[src/rtl/sync_fifo_fwft.sv]
// rtl/sync_fifo_fwft.sv - parametrised single-clock FIFO with first-word-fall-through or registered read
// Flags are decoded from the count register; acceptance uses this cycle's registered full/empty.
module sync_fifo_fwft #(
  parameter int DATA_WIDTH    = 8,
  parameter int DEPTH         = 16,
  parameter int FWFT          = 1,
  parameter int AFULL_THRESH  = DEPTH - 2,
  parameter int AEMPTY_THRESH = 2,
  parameter int CNT_W         = $clog2(DEPTH + 1)
) (
  input  logic                  clk,
  input  logic                  rst,
  input  logic                  flush,
  input  logic                  wr_en,
  input  logic [DATA_WIDTH-1:0] wr_data,
  input  logic                  rd_en,
  output logic [DATA_WIDTH-1:0] rd_data,
  output logic                  rd_valid,
  output logic                  full,
  output logic                  empty,
  output logic                  almost_full,
  output logic                  almost_empty,
  output logic [CNT_W-1:0]      count,
  output logic                  overflow,
  output logic                  underflow
);

  localparam int PTR_W = (DEPTH > 1) ? $clog2(DEPTH) : 1;
  localparam logic [PTR_W-1:0] LAST_PTR = PTR_W'(DEPTH - 1);
  localparam logic [CNT_W-1:0] DEPTH_C  = CNT_W'(DEPTH);
  localparam logic [CNT_W-1:0] AFULL_C  = CNT_W'(AFULL_THRESH);
  localparam logic [CNT_W-1:0] AEMPTY_C = CNT_W'(AEMPTY_THRESH);

  logic [DATA_WIDTH-1:0] mem [DEPTH];
  logic [PTR_W-1:0]      wr_ptr, rd_ptr, wr_ptr_nxt, rd_ptr_nxt;
  logic [CNT_W-1:0]      count_nxt;
  logic                  wr_acc, rd_acc, rd_valid_q;

  assign full         = (count == DEPTH_C);
  assign empty        = (count == '0);
  assign almost_full  = (count >= AFULL_C);
  assign almost_empty = (count <= AEMPTY_C);

  // flush drops same-cycle requests, so they are never accepted
  assign wr_acc = wr_en && !full && !flush;
  assign rd_acc = rd_en && !empty && !flush;

  always_comb begin
    wr_ptr_nxt = wr_ptr;
    rd_ptr_nxt = rd_ptr;
    count_nxt  = count;
    if (wr_acc) wr_ptr_nxt = (wr_ptr == LAST_PTR) ? '0 : wr_ptr + PTR_W'(1);
    if (rd_acc) rd_ptr_nxt = (rd_ptr == LAST_PTR) ? '0 : rd_ptr + PTR_W'(1);
    case ({wr_acc, rd_acc})
      2'b10:   count_nxt = count + CNT_W'(1);
      2'b01:   count_nxt = count - CNT_W'(1);
      default: count_nxt = count;
    endcase
  end

  always_ff @(posedge clk) begin
    if (wr_acc) mem[wr_ptr] <= wr_data;
  end

  always_ff @(posedge clk or posedge rst) begin
    if (rst) begin
      wr_ptr     <= '0;
      rd_ptr     <= '0;
      count      <= '0;
      rd_data    <= '0;
      rd_valid_q <= 1'b0;
      overflow   <= 1'b0;
      underflow  <= 1'b0;
    end else if (flush) begin
      wr_ptr     <= '0;
      rd_ptr     <= '0;
      count      <= '0;
      rd_data    <= '0;
      rd_valid_q <= 1'b0;
      overflow   <= 1'b0;
      underflow  <= 1'b0;
    end else begin
      wr_ptr     <= wr_ptr_nxt;
      rd_ptr     <= rd_ptr_nxt;
      count      <= count_nxt;
      rd_valid_q <= rd_acc;
      if (wr_en && full)  overflow  <= 1'b1;
      if (rd_en && empty) underflow <= 1'b1;
      if (FWFT != 0) begin
        // Preload the next head; bypass the write when it lands on the new head slot.
        if (count_nxt != '0)
          rd_data <= (wr_acc && (wr_ptr == rd_ptr_nxt)) ? wr_data : mem[rd_ptr_nxt];
      end else if (rd_acc) begin
        rd_data <= mem[rd_ptr];
      end
    end
  end

  assign rd_valid = (FWFT != 0) ? !empty : rd_valid_q;

endmodule

[config.mk]
export PLATFORM = sky130hd
export DESIGN_NAME = sync_fifo_fwft
export DESIGN_NICKNAME = d
export VERILOG_FILES = /design/src/rtl/sync_fifo_fwft.sv
export SDC_FILE = /design/constraint.sdc
export NUM_CORES = 1
export LEC_CHECK = 0
export ABC_AREA = 1
export CAP_MARGIN = 10
export CORE_MARGIN = 3
export CORE_UTILIZATION = 60
export CTS_CLUSTER_DIAMETER = 200
export CTS_CLUSTER_SIZE = 24
export DETAILED_ROUTE_END_ITERATION = 8
export GPL_TIMING_DRIVEN = 0
export PLACE_DENSITY = 0.75
export SLEW_MARGIN = 0
export SYNTH_ARGS = -nofsm -noshare
export SYNTH_HDL_FRONTEND = slang
export SYNTH_SLANG_ARGS = --single-unit
[constraint.sdc]
create_clock -name clk -period 3.91 [get_ports clk]
set_input_delay 0.5865 -clock clk [delete_from_list [all_inputs] [get_ports clk]]
set_output_delay 0.5865 -clock clk [all_outputs]
set_load 0.03 [all_outputs]
==> Word-level counts from Yosys, hierarchy flattened <==
Memories as Yosys holds them, arrays and structs flattened.
Cells that the tools add are included.
{ "op_classes": {"eq_ne": 6, "n_addsub": 4, "order_cmp": 2, "muxes": 17, "n_reduce_logical": 16} }
{ "ops": {"columns": ["cell", "n"], "rows": [
  ["4-bit two-way mux", 6],
  ["8-bit two-way mux", 3],
  ["5-bit case mux with 2 select lines", 1],
  ["4-bit by 1-bit adder with 4-bit output, second input constant", 2],
  ["4-bit == test, second input constant", 2],
  ["2-bit nonzero test", 4],
  ["1-bit logical AND", 7],
  ["1-bit two-way mux", 6],
  ["5-bit by 1-bit adder with 5-bit output, second input constant", 1],
  ["5-bit == test, second input constant", 1],
  ["5-bit by 4-bit >= comparator with 1-bit output, second input constant", 1],
  ["5-bit by 2-bit less-or-equal comparator with 1-bit output, second input constant", 1],
  ["5-bit zero test", 1],
  ["5-bit two-way mux", 1],
  ["5-bit nonzero test", 1],
  ["5-bit by 1-bit subtractor with 5-bit output, second input constant", 1],
  ["4-bit == test", 1],
  ["1-bit zero test", 3],
  ["2-bit by 1-bit == test with 1-bit output, second input constant", 1],
  ["2-bit == test, second input constant", 1]
]} }
{ "totals": {"ramBits": 128, "elab_cells": 52, "n_memories": 1, "inputBits": 13, "reg_bits": 23, "output_inout_bits": 20} }
{ "memory_table": {"columns": ["memory", "words", "word_bits", "rd", "rd_ports_with_merged_regs", "wr", "line", "text"], "rows": [
  ["mem", 16, 8, 1, 0, 1, "34", "logic [DATA_WIDTH-1:0] mem [DEPTH];"]
]} }

==> Depth between registers and ports, before layout <==
Gate-level depths: netlist of run 1.
{ "logic_depth": {"depth_word": 10, "mapped_depth": 23, "depth_no_buf": 21} }

==> Worst setup path after synthesis of run 1 <==
Ideal clock, no wire load.
{ "synth_timing": {"path_type": "register -> register", "start": "reg count[1]", "end": "reg rd_data[0]", "required_time_ps": 3792, "path_buffers": 2, "arrival_ps": 2897, "stages_incl_launch_ff": 22, "period_less_slack_ps": 3015, "setup_ps": 118, "path_slack_ps": 895, "path_cell_list": "dfrtp_1 > buf_6 > nor2_4 > nand3_1 > nand2_1 > nor2_2 > inv_1 > ha_1 > buf_2 > xor2_1 > ha_1 > a21oi_1 > nor2_1 > nor2_1 > nand2_1 > o21ai_0 > nor2_2 > nand3_1 > nand2_2 > nor2_1 > nand2_1 > nand2_1"} }
{ "synth_between": {"elab_chain_cells": 10, "elab_cells_between_ends": 22, "classes_between": "add/sub (2); eq/ne (4); mux (5); reduce/logical (10); memory (1)"} }
{ "synth_rtl": {"columns": ["item", "line", "text"], "rows": [
  ["start: declaration", "23", "output logic [CNT_W-1:0] count,"],
  ["start signal: assignment", "85", "count <= count_nxt;"],
  ["branches (longest 10 deep; another with memory 16 x 8 bit)", null, null],
  ["end signal: assignment", "92", "rd_data <= (wr_acc && (wr_ptr == rd_ptr_nxt)) ? wr_data : mem[rd_ptr_nxt];"],
  ["end signal: assignment", "94", "rd_data <= mem[rd_ptr];"],
  ["end: declaration", "17", "output logic [DATA_WIDTH-1:0] rd_data,"]
]} }
Several ways; the timed one is not identified. The select of a mux whose other input is x is not followed.
A chain may end at the register's enable or synchronous reset.

==> Final worst setup path of run 1 <==
{ "layout_timing": {"start": "reg count[0]", "end": "reg rd_data[3]"} }
Same word-level chain as after synthesis.

==> results.cfg, run 1 <==
[global_routing]
antenna_found_initial = 0
grt_pass1_wl_microns = 27100
grtUsageTotal_pct = 28.1
grt_overflow = 0
grt_max_degree = 24
grt_pass1_vias = 5016

[floorplanning]
die_x_microns = 113
core_area_sq_um = 11000
start_util_pct = 62.3
die_h_microns = 113
ios = 33
rows = 38
design.die.area_sq_um = 12700

[routing]
via_count = 5232
wl_per_cell_microns = 20.0
finalWirelength_microns = 17300
drt_iter0_drc = 658
vias_per_cell = 6.08
drc = 0
drt_first_pass_iters = 5
ant_nets = 0

[critical_path]
worstPathRequired_ns = 4.21
r2r-start = count[0]
slowest_delay_ns = 0.53
startpoint_type = register
r2r_cells = 20
critPathKind = register to register
cpMostUsedCell = nand2_1
cpMaxStageDelayCell = dfrtp_1
cp-end-kind = register
reg2reg_to = rd_data[3]
regToRegSetupSlack_ns = 0.45
critPathArrivalTime_ns = 3.76
cp_max_fo = 9
crit_chain = nor2_4 -> nand3_1 -> nand2_1 -> nor2_2 -> inv_1 -> ha_1 -> buf_2 -> xor2_1 -> ha_1 -> a21oi_1 -> nor2_1 -> nor2_1 -> nand2_1 -> o21ai_0 -> nor2_2 -> nand3_1 -> nand2_2 -> nor2_1 -> nand2_1 -> nand2_1

[final_layout]
n_antenna_cell = 0
synthToLayoutAreaGrowth_pct = 15.9
nNetsFinal = 730
drive_above_1_share_pct = 11.0

[timing]
rsz0062_at_grt = false
worstMarginPinSlew_ns = 0.867
fmax_mhz = 289
finalSetupViolCount = 0
slew_headroom_pct = 42.2
final.setup_skew_ns = 0.00465
slew_violations = 0
period_minus_slack_ns = 3.46
finalHoldViolCount = 0
whs_ns = 0.523
setup_tns_ns = 0
final.period_utilization_pct = 88.6

[synthesis]
synth_area_sq_um = 6850
synth_area_per_cell_sq_um = 10.4
synth_area_leaders = edfxtp_1 56%, nand3_1 12%, nand2_1 9.8%
synth-seq-cells = 151
synth_nets = 677
synthCells = 656
synthDistinctLibCells = 33
synth_top_area_share_pct = 56.2
yosysTopAreaCell = edfxtp_1
yosys_warnings = 0
ys_seq_area_share_pct = 64.6

[worst_hold_path]
hp-start = overflow
whs_path_depth = 2
hp-class = register to register
hold_end = overflow

[clocking]
post_cts_resized = 0
cts_buffers = 17
cts_tree = done
clock_sinks = 151
clk_path_buf_depth = 2
insertion_delay_ns = 0.42
cts_setup_buffers = 0
htreeDepth = 4
cts_hold_buf = 0
cts_root_buffer = clkbuf_16
path_clk_slew_ns = 0.06

[power_and_ir_drop]
leakage_uw = 0.00316
p_per_area_nw_per_um2 = 700
max-vdd-ir-drop_uv = 407

[placed_design]
io_buffers = 31
dp_hpwl_microns = 11600
place.gp.congestion = 0.946

[run_status]
status = finished, final reports clean

[job]
max_cap_viol_count = 0
==> power breakdown <==
group | switching (uW) | internal (uW)
Sequential | 78.3 | 1840
Combinational | 1370 | 651
Clock | 619 | 995
==> per-stage QoR <==
stage          worst slack, ns  std cells  util (%)  power [uW]  area (sq um)
2_1_floorplan            0.895        656         -        3250          6850
3_3_place_gp             0.321        827      66.7        3850          7330
4_1_cts                  0.488        859      72.1        5520          7920
3_5_place_dp             0.156        828      66.8        3910          7340
6_report                 0.447        861      72.3        5550          7940
5_1_grt                  0.131        861      72.3        5820          7940
==> registers in the layout (all words and copies together), names as in the netlist <==
| name | cells |
|---|---|
| mem | 128 |
| rd_data | 8 |
| count | 5 |
| rd_ptr | 4 |
| wr_ptr | 4 |
| overflow | 1 |
| underflow | 1 |
==> synthesized netlist by cell type (all sizes together) <==
master	instances
xor2	2
a21oi	3
nand4	10
dfrtp	23
inv	28
a211oi	1
ha	8
or2	2
nor2	52
o31ai	1
nand3	165
a22o	1
o21ai	8
buf	23
clkbuf	6
mux2i	1
xnor2	2
nor3	3
and2	2
edfxtp	128
nand2	187
==> per-layer routing <==
layer / global-route usage [%] / up-vias / wire length (microns) / part of all wire [%]
met4: 12.0 / 0 / 532 / 3.1
met3: 5.24 / 45 / 1590 / 9.2
met5: 0 / - / 0 / 0
li1: - / 2381 / - / -
met1: 39.0 / 2524 / 6870 / 40
met2: 44.2 / 282 / 8270 / 48
==> critical path, delay by kind of cell, from the launching register on <==
kind / cells / cell delay, ns
flip-flops: 1 / 0.53
buffers and inverters: 2 / 0.31
AND/OR/NAND/NOR: 13 / 1.71
adder cells (fa/ha/maj): 2 / 0.39
AO/OA/AOI/OAI: 2 / 0.19
XOR/XNOR: 1 / 0.20
==> kinds of logic after synthesis <==
logic type,after synthesis,synth area share [%]
AND/OR/NAND/NOR,421,28.1
flip-flops,151,64.6
buffers and inverters,57,3.93
AO/OA/AOI/OAI,14,1.32
adder cells (fa/ha/maj),8,1.46
XOR/XNOR,4,0.512
multiplexers,1,0.146
==> layout by cell type, fill, tap and decap left out, types with 2 or more instances in the layout <==
master and n:
nand2_1 178, nand3_1 163, edfxtp_1 128, nor2_1 45, clkdlybuf4s50_1 31, inv_1 25, dfrtp_1 23, buf_2 18
clkbuf_16 17, nand4_1 10, ha_1 8, clkbuf_1 7, nand2_2 6, o21ai_0 5, buf_4 4, nor2_2 4
clkinvlp_4 4, buf_6 3, inv_2 3, nand2_4 3, a21oi_1 3, nor3_1 3, bufinv_16 3, clkinv_2 3
nor2_4 2, o21ai_1 2, and2_1 2, xnor2_1 2, or2_2 2, xor2_1 2
==> final cells by class <==
type                            instances  area, sq um
Sequential cell                       151         4420
Fill cell                             770         3050
Multi-Input combinational cell        448         2160
Clock buffer                           18          429
Timing Repair Buffer                   34          330
Tap cell                              140          175
Buffer                                 29          164
Clock inverter                         13          156
Inverter                               28          105
==> how the worst max path moves through the flow <==
| stage | start | to | slack (ns) | cells past startpoint |
|---|---|---|---|---|
| 2_1_floorplan | count[1] | rd_data[0] | 0.89 | 21 |
| 3_3_place_gp | wr_en | rd_data[4] | 0.32 | 19 |
| 3_5_place_dp | wr_en | rd_data[3] | 0.16 | 19 |
| 4_1_cts | count[0] | rd_data[3] | 0.49 | 20 |
| 5_1_grt | count[0] | rd_data[3] | 0.13 | 20 |
| 6_report | count[0] | rd_data[3] | 0.45 | 20 |
(Power assumes the default switching activity.)
==> run 2, diff against run 1 <==
Settings changed: CELL_PAD_IN_SITES_DETAIL_PLACEMENT from default to 1, CELL_PAD_IN_SITES_GLOBAL_PLACEMENT from default to 1, CORE_UTILIZATION 60 to 48, PLACE_DENSITY 0.75 to 0.76.
==> run 2 against run 1 <==
Against the previous run:
- combinational power up 4%
- via count increased by 1.4%
- highest routed layer unchanged
- power grew 1.3%
- critical path depth increased by 2
- first-iteration DRC count down 33%
- clock skew increased by 0.0035 ns
- maximum frequency grew 4.7%
- worst hold slack about the same
- sequential power is essentially flat
- final cell count increased by 4.8%
==> results.cfg, run 2 (synthesis gave the netlist of run 1 again) <==
[run_status]
status = finished, final reports clean

[job]
max_cap_viol_count = 0

[timing]
worstMarginPinSlew_ns = 1.24
rsz0062_at_grt = false
slew_violations = 0
fmax_mhz = 302
whs_ns = 0.523
final.period_utilization_pct = 84.6
setup_tns_ns = 0
slew_headroom_pct = 16.9
finalSetupViolCount = 0
final.setup_skew_ns = 0.00819
period_minus_slack_ns = 3.31
finalHoldViolCount = 0

[placed_design]
dp_hpwl_microns = 13500
place.gp.congestion = 0.860
place_area_sq_um = 7380
io_buffers = 31

[power_and_ir_drop]
leakage_uw = 0.00316
pwr-share-seq_pct = 33.9
p_comb_share_pct = 37.5
p_per_area_nw_per_um2 = 705
max-vdd-ir-drop_uv = 354
finalPower_uw = 5630
internal-power_uw = 3440
pwr-share-clk_pct = 28.6
p_switching_uw = 2190
p_sw_share_pct = 38.9

[final_layout]
n_antenna_cell = 0
drive_above_1_share_pct = 11.2
final_common_cell = nand2_1
final_util_pct = 57.3
fillers = 1501
final_cell_area_sq_um = 7990
biggestRegsByFlops = mem x128, rd_data x8, count x5
regMostFlops = mem
largest_reg_flops = 128
synthToLayoutAreaGrowth_pct = 16.7
nNetsFinal = 730
mostFrequentLayoutCells = 178 x nand2_1, 163 x nand3_1, 128 x edfxtp_1, 45 x nor2_1, 31 x clkdlybuf4s50_1

[global_routing]
antenna_found_initial = 0
grt_pass1_wl_microns = 30900
grt_max_degree = 24
grt_overflow = 0
grt_pass1_vias = 5467
grtUsageTotal_pct = 26.2

[critical_path]
cpMaxStageDelayCell = dfrtp_1
critPathArrivalTime_ns = 3.63
critPathKind = register to register
cp_max_fo = 10
worstPathRequired_ns = 4.23
startpoint_type = register
crit_chain = nor2_4 -> nand3_1 -> nand2_1 -> nor2_2 -> inv_1 -> ha_1 -> buf_2 -> xor2_1 -> ha_1 -> a21oi_1 -> nor2_1 -> nand2_1 -> nand2_1 -> nand2_1 -> nand2_1 -> nand2_1 -> nand2_2 -> nand3_1 -> nand2_2 -> nor2_1 -> nand2_1 -> nand2_1
cpMostUsedCell = nand2_1
slowest_delay_ns = 0.49
cp-end-kind = register

[floorplanning]
core_area_sq_um = 13900
ios = 33
design.die.area_sq_um = 15700
start_util_pct = 49.1
die_h_microns = 125
die_x_microns = 125
rows = 43

[clocking]
htreeDepth = 4
path_clk_slew_ns = 0.06
clock_sinks = 151
insertion_delay_ns = 0.43
cts_root_buffer = clkbuf_16
clk_path_buf_depth = 2
cts_buffers = 17
post_cts_resized = 0
cts_tree = done

[routing]
wl_per_cell_microns = 22.4
ant_nets = 0
vias_per_cell = 5.88
drc = 0
drt_iter0_drc = 444
finalWirelength_microns = 20200
via_count = 5303
drt_first_pass_iters = 5

[worst_hold_path]
hp-class = register to register
[run 2: layer usage]
metal | vias to the layer above | global-route usage, % | wire length, microns
met5 | - | 0 | 0
met1 | 2658 | 34.0 | 8300
met3 | 43 | 5.13 | 1380
met2 | 222 | 44.0 | 10000
li1 | 2380 | - | -
met4 | 0 | 9.82 | 531
[run 2: area by class of cell]
type | instances | area, sq um | share of cell area [%]
Buffer | 29 | 164 | 2.05
Clock buffer | 17 | 425 | 5.33
Clock inverter | 15 | 151 | 1.90
Inverter | 28 | 105 | 1.32
Multi-Input combinational cell | 448 | 2160 | 27.1
Sequential cell | 151 | 4420 | 55.3
Tap cell | 180 | 225 | 2.82
Timing Repair Buffer | 34 | 333 | 4.17
[run 2: worst paths after layout]
| kind | endpoint | cells past startpoint | slack (ns) | startpoint |
|---|---|---|---|---|
| min in group asynchronous | count[3] | 2 | 0.65 | rst |
| min | overflow | 2 | 0.52 | overflow |
| max reg2reg | rd_data[1] | 22 | 0.60 | count[0] |
| max | rd_data[1] | 22 | 0.60 | count[0] |
| max in group asynchronous | rd_ptr[2] | 2 | 2.70 | rst |
| min reg2reg | overflow | 2 | 0.52 | overflow |
[run 2: critical path: cells and delay by family (launching register included)]
family                   cells  cell delay (ns)
AND/OR/NAND/NOR             16             1.79
flip-flops                   1             0.49
adder cells (fa/ha/maj)      2             0.39
buffers and inverters        2             0.31
XOR/XNOR                     1             0.18
AO/OA/AOI/OAI                1             0.05
[run 2: power by group through the flow]
stage	logic, uW	registers, uW	clock network [uW]
3_5_place_dp	2050	1940	0
3_3_place_gp	1980	1940	0
4_1_cts	2080	1910	1620
6_report	2110	1910	1610
5_1_grt	2280	1920	1690
2_1_floorplan	1220	2030	0
[run 2: timing repair]
action	in CTS	in global routing
buffers inserted	0	2
endpoints found under the setup margin	0	1
hold buffers	0	0
[run 2: through the flow]
step,instances,worst slack (ns)
global route,902,0.143
CTS,899,0.473
finish,902,0.602
floorplan,656,0.895
detailed placement,867,0.114
global placement,867,0.203
==> run 3, diff against run 2 <==
Settings changed: CORE_UTILIZATION 48 to 43, PLACE_DENSITY 0.76 to 0.71.
Clock period 3.91 ns to 2.8 ns, I/O delays scaled along.
==> run 3 against run 2 <==
Against the previous run:
- highest routed layer unchanged
- combinational power rose by 57%
- wire length grew 2.8%
- critical path depth shrank 6
- critical path type unchanged
- worst setup slack worse by 0.40 ns
==> results.cfg, run 3 (synthesis gave the netlist of run 1 again) <==
[critical_path]
crit_chain = nor2_4 -> nand3_4 -> nand2_4 -> nor2_4 -> inv_2 -> ha_4 -> xor2_2 -> ha_2 -> mux2i_4 -> nand3_2 -> nor2_4 -> nand3_4 -> nand2_4 -> nor2_1 -> nand2_1 -> nand2_1
worstPathRequired_ns = 3.12
crit_buf_inv = 1
slowest_delay_ns = 0.45
critPathArrivalTime_ns = 2.92
cpMaxStageDelayCell = dfrtp_2
critPathKind = register to register
cp_top_family = simple AND/OR/NAND/NOR gates
cp-end-kind = register
cp_max_fo = 8
cpMostUsedCell = nor2_4
regToRegSetupSlack_ns = 0.20
startpoint_type = register

[timing]
period_minus_slack_ns = 2.60
final.period_utilization_pct = 92.8
slew_headroom_pct = 36.8
fmax_mhz = 385
finalHoldViolCount = 0
final.setup_skew_ns = 0.00742
whs_ns = 0.498
postLayoutSetupSlackWorst_ns = 0.201
finalSetupViolCount = 0
slew_violations = 0
worstMarginPinSlew_ns = 0.944

[clocking]
insertion_delay_ns = 0.43
htreeDepth = 4
cts_hold_buf = 0
clk_path_buf_depth = 2
cts_buffers = 17
path_clk_slew_ns = 0.06
cts_tree = done
clock_sinks = 151
cts_root_buffer = clkbuf_16

[routing]
drc = 0
finalWirelength_microns = 20800
wl_per_cell_microns = 21.9
via_count = 5304
drt_first_pass_iters = 5
drt_iter0_drc = 378
ant_nets = 0
vias_per_cell = 5.58

[floorplanning]
ios = 33
start_util_pct = 44.5
rows = 45
core_area_sq_um = 15400
die_h_microns = 132
design.die.area_sq_um = 17500
die_x_microns = 132

[global_routing]
grt_max_degree = 24
grt_pass1_wl_microns = 31900
grt_pass1_vias = 5571
antenna_found_initial = 0
grtUsageTotal_pct = 24.0
grt_overflow = 0

[final_layout]
biggestRegsByFlops = mem x128, rd_data x8, count x5
final_common_cell = nand2_1
final_cell_count_no_fill = 950
nNetsFinal = 748
mostFrequentLayoutCells = 175 x nand2_1, 160 x nand3_1, 128 x edfxtp_1, 43 x nor2_1, 31 x clkdlybuf4s50_1
regMostFlops = mem
largest_reg_flops = 128
synthToLayoutAreaGrowth_pct = 20.5
drive_above_1_share_pct = 15.7

[placed_design]
dp_hpwl_microns = 13900
io_buffers = 31
dp.cells = 899
place.gp.congestion = 0.856
post-place-ws_ns = -0.551

[power_and_ir_drop]
finalPower_uw = 8100
p_per_area_nw_per_um2 = 982
max-vdd-ir-drop_uv = 467
leakage_uw = 0.00322

[run_status]
status = finished, final reports clean

[worst_hold_path]
hp-class = primary input to async pin

[job]
max_cap_viol_count = 0
-- run 3: metrics by stage --
step	cell area [sq um]	util, %	setup TNS, ns
4_1_cts	8160	53.1	0
6_report	8250	53.7	0
3_5_place_dp	7480	48.7	-4.58
2_1_floorplan	6910	-	0
3_3_place_gp	7480	48.7	-3.83
5_1_grt	8250	53.7	-0.122
-- run 3: worst paths after layout --
check / start / endpoint / cells past startpoint
max: count[3] / rd_data[1] / 16
min: rst / count[4] / 2
max reg2reg: count[3] / rd_data[1] / 16
min reg2reg: overflow / overflow / 2
max in group asynchronous: rst / count[1] / 2
min in group clk: overflow / overflow / 2
-- run 3: final cells by class --
cell class,count,area [sq um]
tap,211,264
clock buffer,20,437
clock inverter,10,100
timing repair buffer,54,480
antenna,1,2.50
fill,1676,7120
multi-input combinational,448,2290
inverter,28,108
buffer,27,148
sequential,151,4420
-- run 3: timing repair --
action	4_1_cts	5_1_grt
pin swaps	9	11
endpoints found under the setup margin	8	10
cloned	0	0
gates resized for setup	6	12
buffers inserted	14	7
-- run 3: power by group --
part	switching, uW	leakage (uW)	internal (uW)
combinational	2170	0.00151	1140
clock	900	0.000249	1220
sequential	105	0.00145	2570
-- run 3: metal layers --
metal	global-route usage (%)	part of all wire, %	up-vias
li1	-	-	2416
met5	0	0	-
met4	7.97	2.3	0
met1	31.0	42	2695
met3	5.08	5.7	33
met2	40.6	50	160
